File: src/rtl/rr_cfg_axil_regfile.sv
// AXI-Lite slave holding the record/replay configuration registers and
// exposing read-only status words sampled from the RR core.
module rr_cfg_axil_regfile #(
    parameter int                       NUM_CFG       = 8,
    parameter int                       NUM_STAT      = 4,
    parameter logic [NUM_CFG*32-1:0]    CFG_RESET_VAL = '0
) (
    input  logic                        clk,
    input  logic                        rstn,
    input  logic [31:0]                 s_awaddr,
    input  logic                        s_awvalid,
    output logic                        s_awready,
    input  logic [31:0]                 s_wdata,
    input  logic [3:0]                  s_wstrb,
    input  logic                        s_wvalid,
    output logic                        s_wready,
    output logic [1:0]                  s_bresp,
    output logic                        s_bvalid,
    input  logic                        s_bready,
    input  logic [31:0]                 s_araddr,
    input  logic                        s_arvalid,
    output logic                        s_arready,
    output logic [31:0]                 s_rdata,
    output logic [1:0]                  s_rresp,
    output logic                        s_rvalid,
    input  logic                        s_rready,
    output logic [NUM_CFG*32-1:0]       cfg_regs,
    output logic [NUM_CFG-1:0]          cfg_wr_pulse,
    input  logic [NUM_STAT*32-1:0]      stat_in
);

    localparam logic [1:0] RESP_OKAY   = 2'b00;
    localparam logic [1:0] RESP_SLVERR = 2'b10;
    localparam logic [8:0] CFG_LIM     = 9'(NUM_CFG);

    logic                   aw_held_q, aw_held_d;
    logic [7:0]             aw_idx_q, aw_idx_d;
    logic                   w_held_q, w_held_d;
    logic [31:0]            w_data_q, w_data_d;
    logic [3:0]             w_strb_q, w_strb_d;
    logic                   bvalid_q, bvalid_d;
    logic [1:0]             bresp_q, bresp_d;
    logic                   rvalid_q, rvalid_d;
    logic [31:0]            rdata_q, rdata_d;
    logic [1:0]             rresp_q, rresp_d;
    logic [NUM_CFG*32-1:0]  cfg_q, cfg_d;
    logic [NUM_CFG-1:0]     pulse_q, pulse_d;

    logic                   aw_hs, w_hs, ar_hs, commit;
    logic [7:0]             wr_idx, rd_idx;
    logic [31:0]            wr_data;
    logic [3:0]             wr_strb;

    logic unused_addr_bits;
    assign unused_addr_bits = ^{s_awaddr[31:10], s_awaddr[1:0],
                                s_araddr[31:10], s_araddr[1:0]};

    assign s_awready    = !aw_held_q && !bvalid_q;
    assign s_wready     = !w_held_q && !bvalid_q;
    assign s_arready    = !rvalid_q;
    assign s_bvalid     = bvalid_q;
    assign s_bresp      = bresp_q;
    assign s_rvalid     = rvalid_q;
    assign s_rdata      = rdata_q;
    assign s_rresp      = rresp_q;
    assign cfg_regs     = cfg_q;
    assign cfg_wr_pulse = pulse_q;

    // Write path: either channel may be parked; commit uses whichever copy is live.
    always_comb begin
        aw_hs   = s_awvalid && s_awready;
        w_hs    = s_wvalid && s_wready;
        commit  = (aw_held_q || aw_hs) && (w_held_q || w_hs);
        wr_idx  = aw_held_q ? aw_idx_q : s_awaddr[9:2];
        wr_data = w_held_q ? w_data_q : s_wdata;
        wr_strb = w_held_q ? w_strb_q : s_wstrb;

        aw_held_d = aw_held_q;
        aw_idx_d  = aw_idx_q;
        w_held_d  = w_held_q;
        w_data_d  = w_data_q;
        w_strb_d  = w_strb_q;
        bvalid_d  = bvalid_q;
        bresp_d   = bresp_q;
        cfg_d     = cfg_q;
        pulse_d   = '0;

        if (bvalid_q && s_bready) begin
            bvalid_d = 1'b0;
        end

        if (commit) begin
            aw_held_d = 1'b0;
            w_held_d  = 1'b0;
            bvalid_d  = 1'b1;
            if ({1'b0, wr_idx} < CFG_LIM) begin
                bresp_d = RESP_OKAY;
                for (int i = 0; i < NUM_CFG; i++) begin
                    if (wr_idx == 8'(i)) begin
                        pulse_d[i] = 1'b1;
                        for (int b = 0; b < 4; b++) begin
                            if (wr_strb[b]) begin
                                cfg_d[32*i+8*b +: 8] = wr_data[8*b +: 8];
                            end
                        end
                    end
                end
            end else begin
                bresp_d = RESP_SLVERR;
            end
        end else begin
            if (aw_hs) begin
                aw_held_d = 1'b1;
                aw_idx_d  = s_awaddr[9:2];
            end
            if (w_hs) begin
                w_held_d = 1'b1;
                w_data_d = s_wdata;
                w_strb_d = s_wstrb;
            end
        end
    end

    // Read path: cfg_q is the pre-commit value, so a colliding read sees old data.
    always_comb begin
        ar_hs    = s_arvalid && s_arready;
        rd_idx   = s_araddr[9:2];
        rvalid_d = rvalid_q;
        rdata_d  = rdata_q;
        rresp_d  = rresp_q;

        if (ar_hs) begin
            rvalid_d = 1'b1;
            rdata_d  = '0;
            rresp_d  = RESP_SLVERR;
            for (int i = 0; i < NUM_CFG; i++) begin
                if (rd_idx == 8'(i)) begin
                    rdata_d = cfg_q[32*i +: 32];
                    rresp_d = RESP_OKAY;
                end
            end
            for (int j = 0; j < NUM_STAT; j++) begin
                if (rd_idx == 8'(NUM_CFG + j)) begin
                    rdata_d = stat_in[32*j +: 32];
                    rresp_d = RESP_OKAY;
                end
            end
        end else if (rvalid_q && s_rready) begin
            rvalid_d = 1'b0;
        end
    end

    always_ff @(posedge clk or negedge rstn) begin
        if (!rstn) begin
            aw_held_q <= 1'b0;
            aw_idx_q  <= '0;
            w_held_q  <= 1'b0;
            w_data_q  <= '0;
            w_strb_q  <= '0;
            bvalid_q  <= 1'b0;
            bresp_q   <= RESP_OKAY;
            rvalid_q  <= 1'b0;
            rdata_q   <= '0;
            rresp_q   <= RESP_OKAY;
            cfg_q     <= CFG_RESET_VAL;
            pulse_q   <= '0;
        end else begin
            aw_held_q <= aw_held_d;
            aw_idx_q  <= aw_idx_d;
            w_held_q  <= w_held_d;
            w_data_q  <= w_data_d;
            w_strb_q  <= w_strb_d;
            bvalid_q  <= bvalid_d;
            bresp_q   <= bresp_d;
            rvalid_q  <= rvalid_d;
            rdata_q   <= rdata_d;
            rresp_q   <= rresp_d;
            cfg_q     <= cfg_d;
            pulse_q   <= pulse_d;
        end
    end

endmodule

File: config.mk
export PLATFORM = sky130hd
export DESIGN_NAME = rr_cfg_axil_regfile
export DESIGN_NICKNAME = d
export VERILOG_FILES = /design/src/rtl/rr_cfg_axil_regfile.sv
export SDC_FILE = /design/constraint.sdc
export NUM_CORES = 1
export LEC_CHECK = 0
export ABC_AREA = 1
export CAP_MARGIN = 20
export CORE_MARGIN = 1.5
export CORE_UTILIZATION = 34
export DETAILED_ROUTE_END_ITERATION = 16
export SYNTH_ARGS = -nofsm -noshare
export SYNTH_HDL_FRONTEND = slang
export SYNTH_SLANG_ARGS = --single-unit
File: constraint.sdc
create_clock -name clk -period 2.8 [get_ports clk]
set_input_delay 0.7 -clock clk [delete_from_list [all_inputs] [get_ports clk]]
set_output_delay 0.7 -clock clk [all_outputs]
set_load 0.05 [all_outputs]
Word-level counts from Yosys, hierarchy flattened. Index checks and enable logic that the tools add are counted.

Bits in registers: 348. Input bits: 235. Output and inout bits: 305.

Order comparisons: 1. Equal/unequal tests: 18. Mux-type cells: 46. Bitwise operators: 1. Reduce and logical (&&, ||, !) cells: 54.

Operators with widths (count): 32-bit two-way mux (13); 4-bit AND reduction (32); 8-bit by 3-bit == test with 1-bit output, second input constant (8); 8-bit by 2-bit == test with 1-bit output, second input constant (4); 8-bit by 4-bit == test with 1-bit output, second input constant (4); 2-bit two-way mux (13); 8-bit two-way mux (3); 8-bit by 1-bit == test with 1-bit output, second input constant (2); 8-bit logical NOT (2); 1-bit two-way mux (16); 1-bit logical AND (8); 8-bit by 4-bit < comparator with 1-bit output, second input constant (1); 2-bit nonzero test (4); 1-bit logical NOT (4); 4-bit two-way mux (1); 2-bit AND reduction (2); 1-bit logical OR (2); 1-bit NOT (1).

Logic depth before layout (Yosys ltp).
Word-level depth: 13. Gate-level depth with buffers: 14.

Worst setup path before layout. No wires, ideal clock.

Kind: reg2out. From: register w_held_q. To: output port s_wready. Arrival time: 1.589 ns. Required time: 2.100 ns. Slack: 0.511 ns. Stages on the path, launching flop included: 5. Cell sequence: dfrtp_1 > clkbuf_1 > clkbuf_1 > clkbuf_1 > nor2_1.

Cells in the longest elaborated chain, start to end: 2.

RTL lines: start, declared (RTL line 38) `logic w_held_q, w_held_d;`; start signal, assigned (RTL line 170) `w_held_q <= w_held_d;`; 1-bit logical NOT (RTL line 59) `assign s_wready = !w_held_q && !bvalid_q;`; 1-bit logical AND (RTL line 59); end, declared (RTL line 16) `output logic s_wready,`.

No other way between the ends.

Worst setup path after layout.
From: register aw_held_q. To: output port s_awready.

Cells in the longest elaborated chain, start to end: 2.

RTL lines: start, declared (RTL line 36) `logic aw_held_q, aw_held_d;`; start signal, assigned (RTL line 168) `aw_held_q <= aw_held_d;`; 1-bit logical NOT (RTL line 58) `assign s_awready = !aw_held_q && !bvalid_q;`; 1-bit logical AND (RTL line 58); end, declared (RTL line 12) `output logic s_awready,`.

No other way between the ends.

==> summary.log <==
[drt] DRC viols 0
[global_routing] total global-route track usage 0.267
[critical_path] end of the worst register-to-register path cfg_regs[159]$_DFFE_PN0P_
[critical_path] master of the slowest instance on the critical path clkdlybuf4s50_1
[critical_path] slowest stage delay, CP 810 ps
[global_routing] number of antenna violations at the first check in global routing 2
[final_layout] flip-flop and latch area 8660 sq um
[critical_path] CP bufs+invs 1
[critical_path] path type of the worst setup path flip-flop to output port
[timing] Finish-stage setup viols 0
[drt] wire length reported by the detailed router 67100 um
[clock_network] root buffer selected by CTS clkbuf_16
[drt] first drt pass iteration count 6
[logic_synthesis] number of distinct library cell variants in the gate-level netlist after synthesis 31
[placement] routability-driven placement congestion ratio 0.975
[floorplanning] horizontal die dimension 223 um
[floorplanning] initial core utilization 0.345
[clock_network] total clock buffers created by CTS 40
[clock_network] maximum clock insertion buffer count 3
[timing] Hold Slack 104 ps
[clock_network] level count of the clock H-tree 2
[floorplanning] full die area 49800 sq um
[power_and_ir_drop] leak pwr 11.3 nW
[power_and_ir_drop] Pwr Density 642 nW/um^2
[final_layout] fraction of layout instances using a drive strength above 1 0.0867
[timing] final hold vios 0
[timing] total negative slack for setup checks 0 ps
[final_layout] Post-layout nets 2928
[logic_synthesis] synth top area cells dfrtp_1 53%, nand2_1 14%, o21ai_0 11%, inv_1 5.1%, nor2_1 4.1%
[critical_path] critical-path maximum fanout 10
[timing] post-route clock period utilization 0.964
[critical_path] critical path endpoint category output port
[logic_synthesis] area of the mapped netlist 16500 sq um
[logic_synthesis] leading area contributor after synthesis dfrtp_1
[global_routing] number of global-route vias before repair 16100
[critical_path] logic depth of the worst register-to-register path 9
[floorplanning] die span in y 223 um
[critical_path] launching point of the worst reg2reg path w_held_q$_DFFE_PN0P_
[timing] relative max-transition margin 0.461
[drt] initial detailed-routing violation count 1588
[logic_synthesis] synthesized instance count 2149
[logic_synthesis] share of the synthesized area in the top cell type 0.525
[clock_network] Resize count post-CTS 0
[power_and_ir_drop] peak supply drop 0.660 mV
[final_layout] Filler Cell Count 4567
[hold_path] Worst Hold Class input port to async pin
[logic_synthesis] number of synthesized register bits 346
[final_layout] area of combinational cells with multiple inputs 6610 sq um
[flow_run] # Max-Cap Violations 0
[global_routing] first-pass GRT wire length 101000 um
[clock_network] cts-stage hold buffer count 0
[critical_path] cell class contributing the biggest share of worst-path delay buffers and inverters
[clock_network] number of sinks on the clock net 346
[timing] highest clock frequency the design can meet 371 MHz
[clock_network] Setup Buffers After CTS 0
[drt] total number of vias 16800
[drt] post-DR wirelength/cell 20.1 um
[floorplanning] floorplan core area 47700 sq um
[critical_path] setup slack on the worst flop-to-flop path 390 ps
[timing] RSZ-0062 raised after global routing false
[clock_network] insertion delay to the later sink of the worst-skew pair 560 ps
[logic_synthesis] post-synthesis average cell area 7.67 sq um
[floorplanning] std cell rows 80
[floorplanning] I/O pins 540
[timing] clock tree skew after final layout 24.1 ps
[clock_network] TritonCTS clock tree done
[clock_network] clock edge transition at the registers on the reported setup and hold paths 60 ps
[status] status complete, no violations
[timing] worst slew pin tran 807 ps
[drt] post-detailed-route count of antenna-violating nets 0
[critical_path] Required @ worst endpoint 2100 ps
[critical_path] Critical Path Source Type flip-flop
[logic_synthesis] proportion of synthesized chip area in sequential cells 0.525
[placement] quantity of I/O buffers inserted on ports 489
[drt] average via count per standard cell 5.05
[timing] shortest period the worst path allows 2700 ps
[logic_synthesis] number of warnings issued by yosys 0
[power_and_ir_drop] post-route total power 15.7 mW
[timing] final max-slew violation count 0
[critical_path] series of cell instances along the critical path nor2_1 > clkdlybuf4s50_1
[placement] Detail Placement HPWL 52000 um
[final_layout] area overhead of the layout relative to synthesis 48.4%
[global_routing] largest net degree at the start of global routing 75
[global_routing] Congestion Overflow GR 0
[critical_path] arrival time of data at the critical path endpoint 2000 ps
## Yosys cell counts
| cell | number |
|---|---|
| buf_1 | 8 |
| mux2i_1 | 1 |
| nor3_1 | 34 |
| o41ai_1 | 1 |
| conb_1 | 1 |
| nor2_1 | 180 |
| buf_2 | 6 |
| nand2_1 | 623 |
| or2_1 | 1 |
| a21boi_0 | 1 |
| inv_1 | 222 |
| a21oi_1 | 52 |
| or2_2 | 31 |
| dfrtp_1 | 346 |
| inv_2 | 1 |
| nor3b_1 | 2 |
| o21a_1 | 1 |
| o21ai_0 | 352 |
| a211oi_1 | 2 |
| buf_4 | 3 |
| nand3_1 | 114 |
| a31oi_1 | 1 |
| mux2_2 | 5 |
| o41ai_4 | 1 |
| nand4_1 | 60 |
| a21o_1 | 1 |
| clkbuf_1 | 93 |
| nor4_1 | 1 |
| nor2_4 | 1 |
| nor2_2 | 3 |
| or2_0 | 1 |
## worst reg2reg max path, delay by kind of cell, from the launching register on
family                 cells  cell delay, ps
buffers and inverters      3             950
AND/OR/NAND/NOR            5             860
flip-flops                 1             370
AO/OA/AOI/OAI              1              90
## where the power goes
part	internal [mW]	switching (mW)	total, mW	leakage, nW
registers	5.63	0.469	6.10	4.62
logic	1.39	3.01	4.40	6.01
clock network	3.06	2.16	5.22	0.642
## cell usage in the layout, fill, tap and decap left out, drive strengths merged
master           n
diode            2
nor3            34
o21a             1
a211oi           2
mux2             5
inv            224
a21oi           52
o21ai          352
mux2i            1
nand3          114
nor3b            2
buf            123
dfrtp          346
a31oi            1
clkdlybuf4s50  488
nor2           184
a21o             1
clkinvlp         1
or2             33
bufinv           2
nand2          623
nor4             1
conb             2
o41ai            2
nand4           60
clkbuf          57
a21boi           1
clkinv          10
## cells by family after synthesis
group	Yosys count	synth area share
and+or+nand+nor	1051	0.266
AOI/OAI and AO/OA	412	0.127
DFF	346	0.525
buffers and inverters	333	0.0770
muxes	6	0.00402
other	1	0.000227
## flip-flops by register name (all words and copies together), names as in the netlist, 4 cells and up
name,count
cfg_wr_pulse,8
w_strb_q,4
aw_idx_q,8
w_data_q,32
s_rdata,32
cfg_regs,256
## layer usage
layer,up-vias,part of all wire,global-route usage
met3,137,0.073,0.0437
met1,7945,0.44,0.368
li1,7996,-,-
met4,0,0.041,0.110
met5,-,0,0
met2,770,0.45,0.417
## metrics by stage
stage	utilization	area, sq um	setup WS, ps	instances
after global placement	0.485	23200	-189	3266
after global routing	0.513	24500	37.6	3339
final	0.513	24500	101	3339
after floorplan	-	16500	511	2150
after CTS	0.512	24500	79.9	3337
after detailed placement	0.485	23200	-230	3266
## area by class of cell
class,instances,area share
Sequential cell,346,0.354
Multi-Input combinational cell,1471,0.270
Tap cell,615,0.0314
Timing Repair Buffer,611,0.257
Inverter,223,0.0342
Clock inverter,14,0.00578
Antenna cell,2,0.000205
Clock buffer,57,0.0472
## worst max-delay path by stage
stage	start	end	slack, ps	cells after the start
floorplan	w_held_q$_DFFE_PN0P_	s_wready	510	4
global placement	s_araddr[5]	s_rdata[28]$_DFFE_PN0P_	-190	13
detailed placement	s_araddr[5]	s_rdata[6]$_DFFE_PN0P_	-230	13
CTS	aw_held_q$_DFFE_PN0P_	s_awready	80	2
global route	aw_held_q$_DFFE_PN0P_	s_awready	40	2
finish	aw_held_q$_DFFE_PN0P_	s_awready	100	2
(Power assumes the default switching activity.)
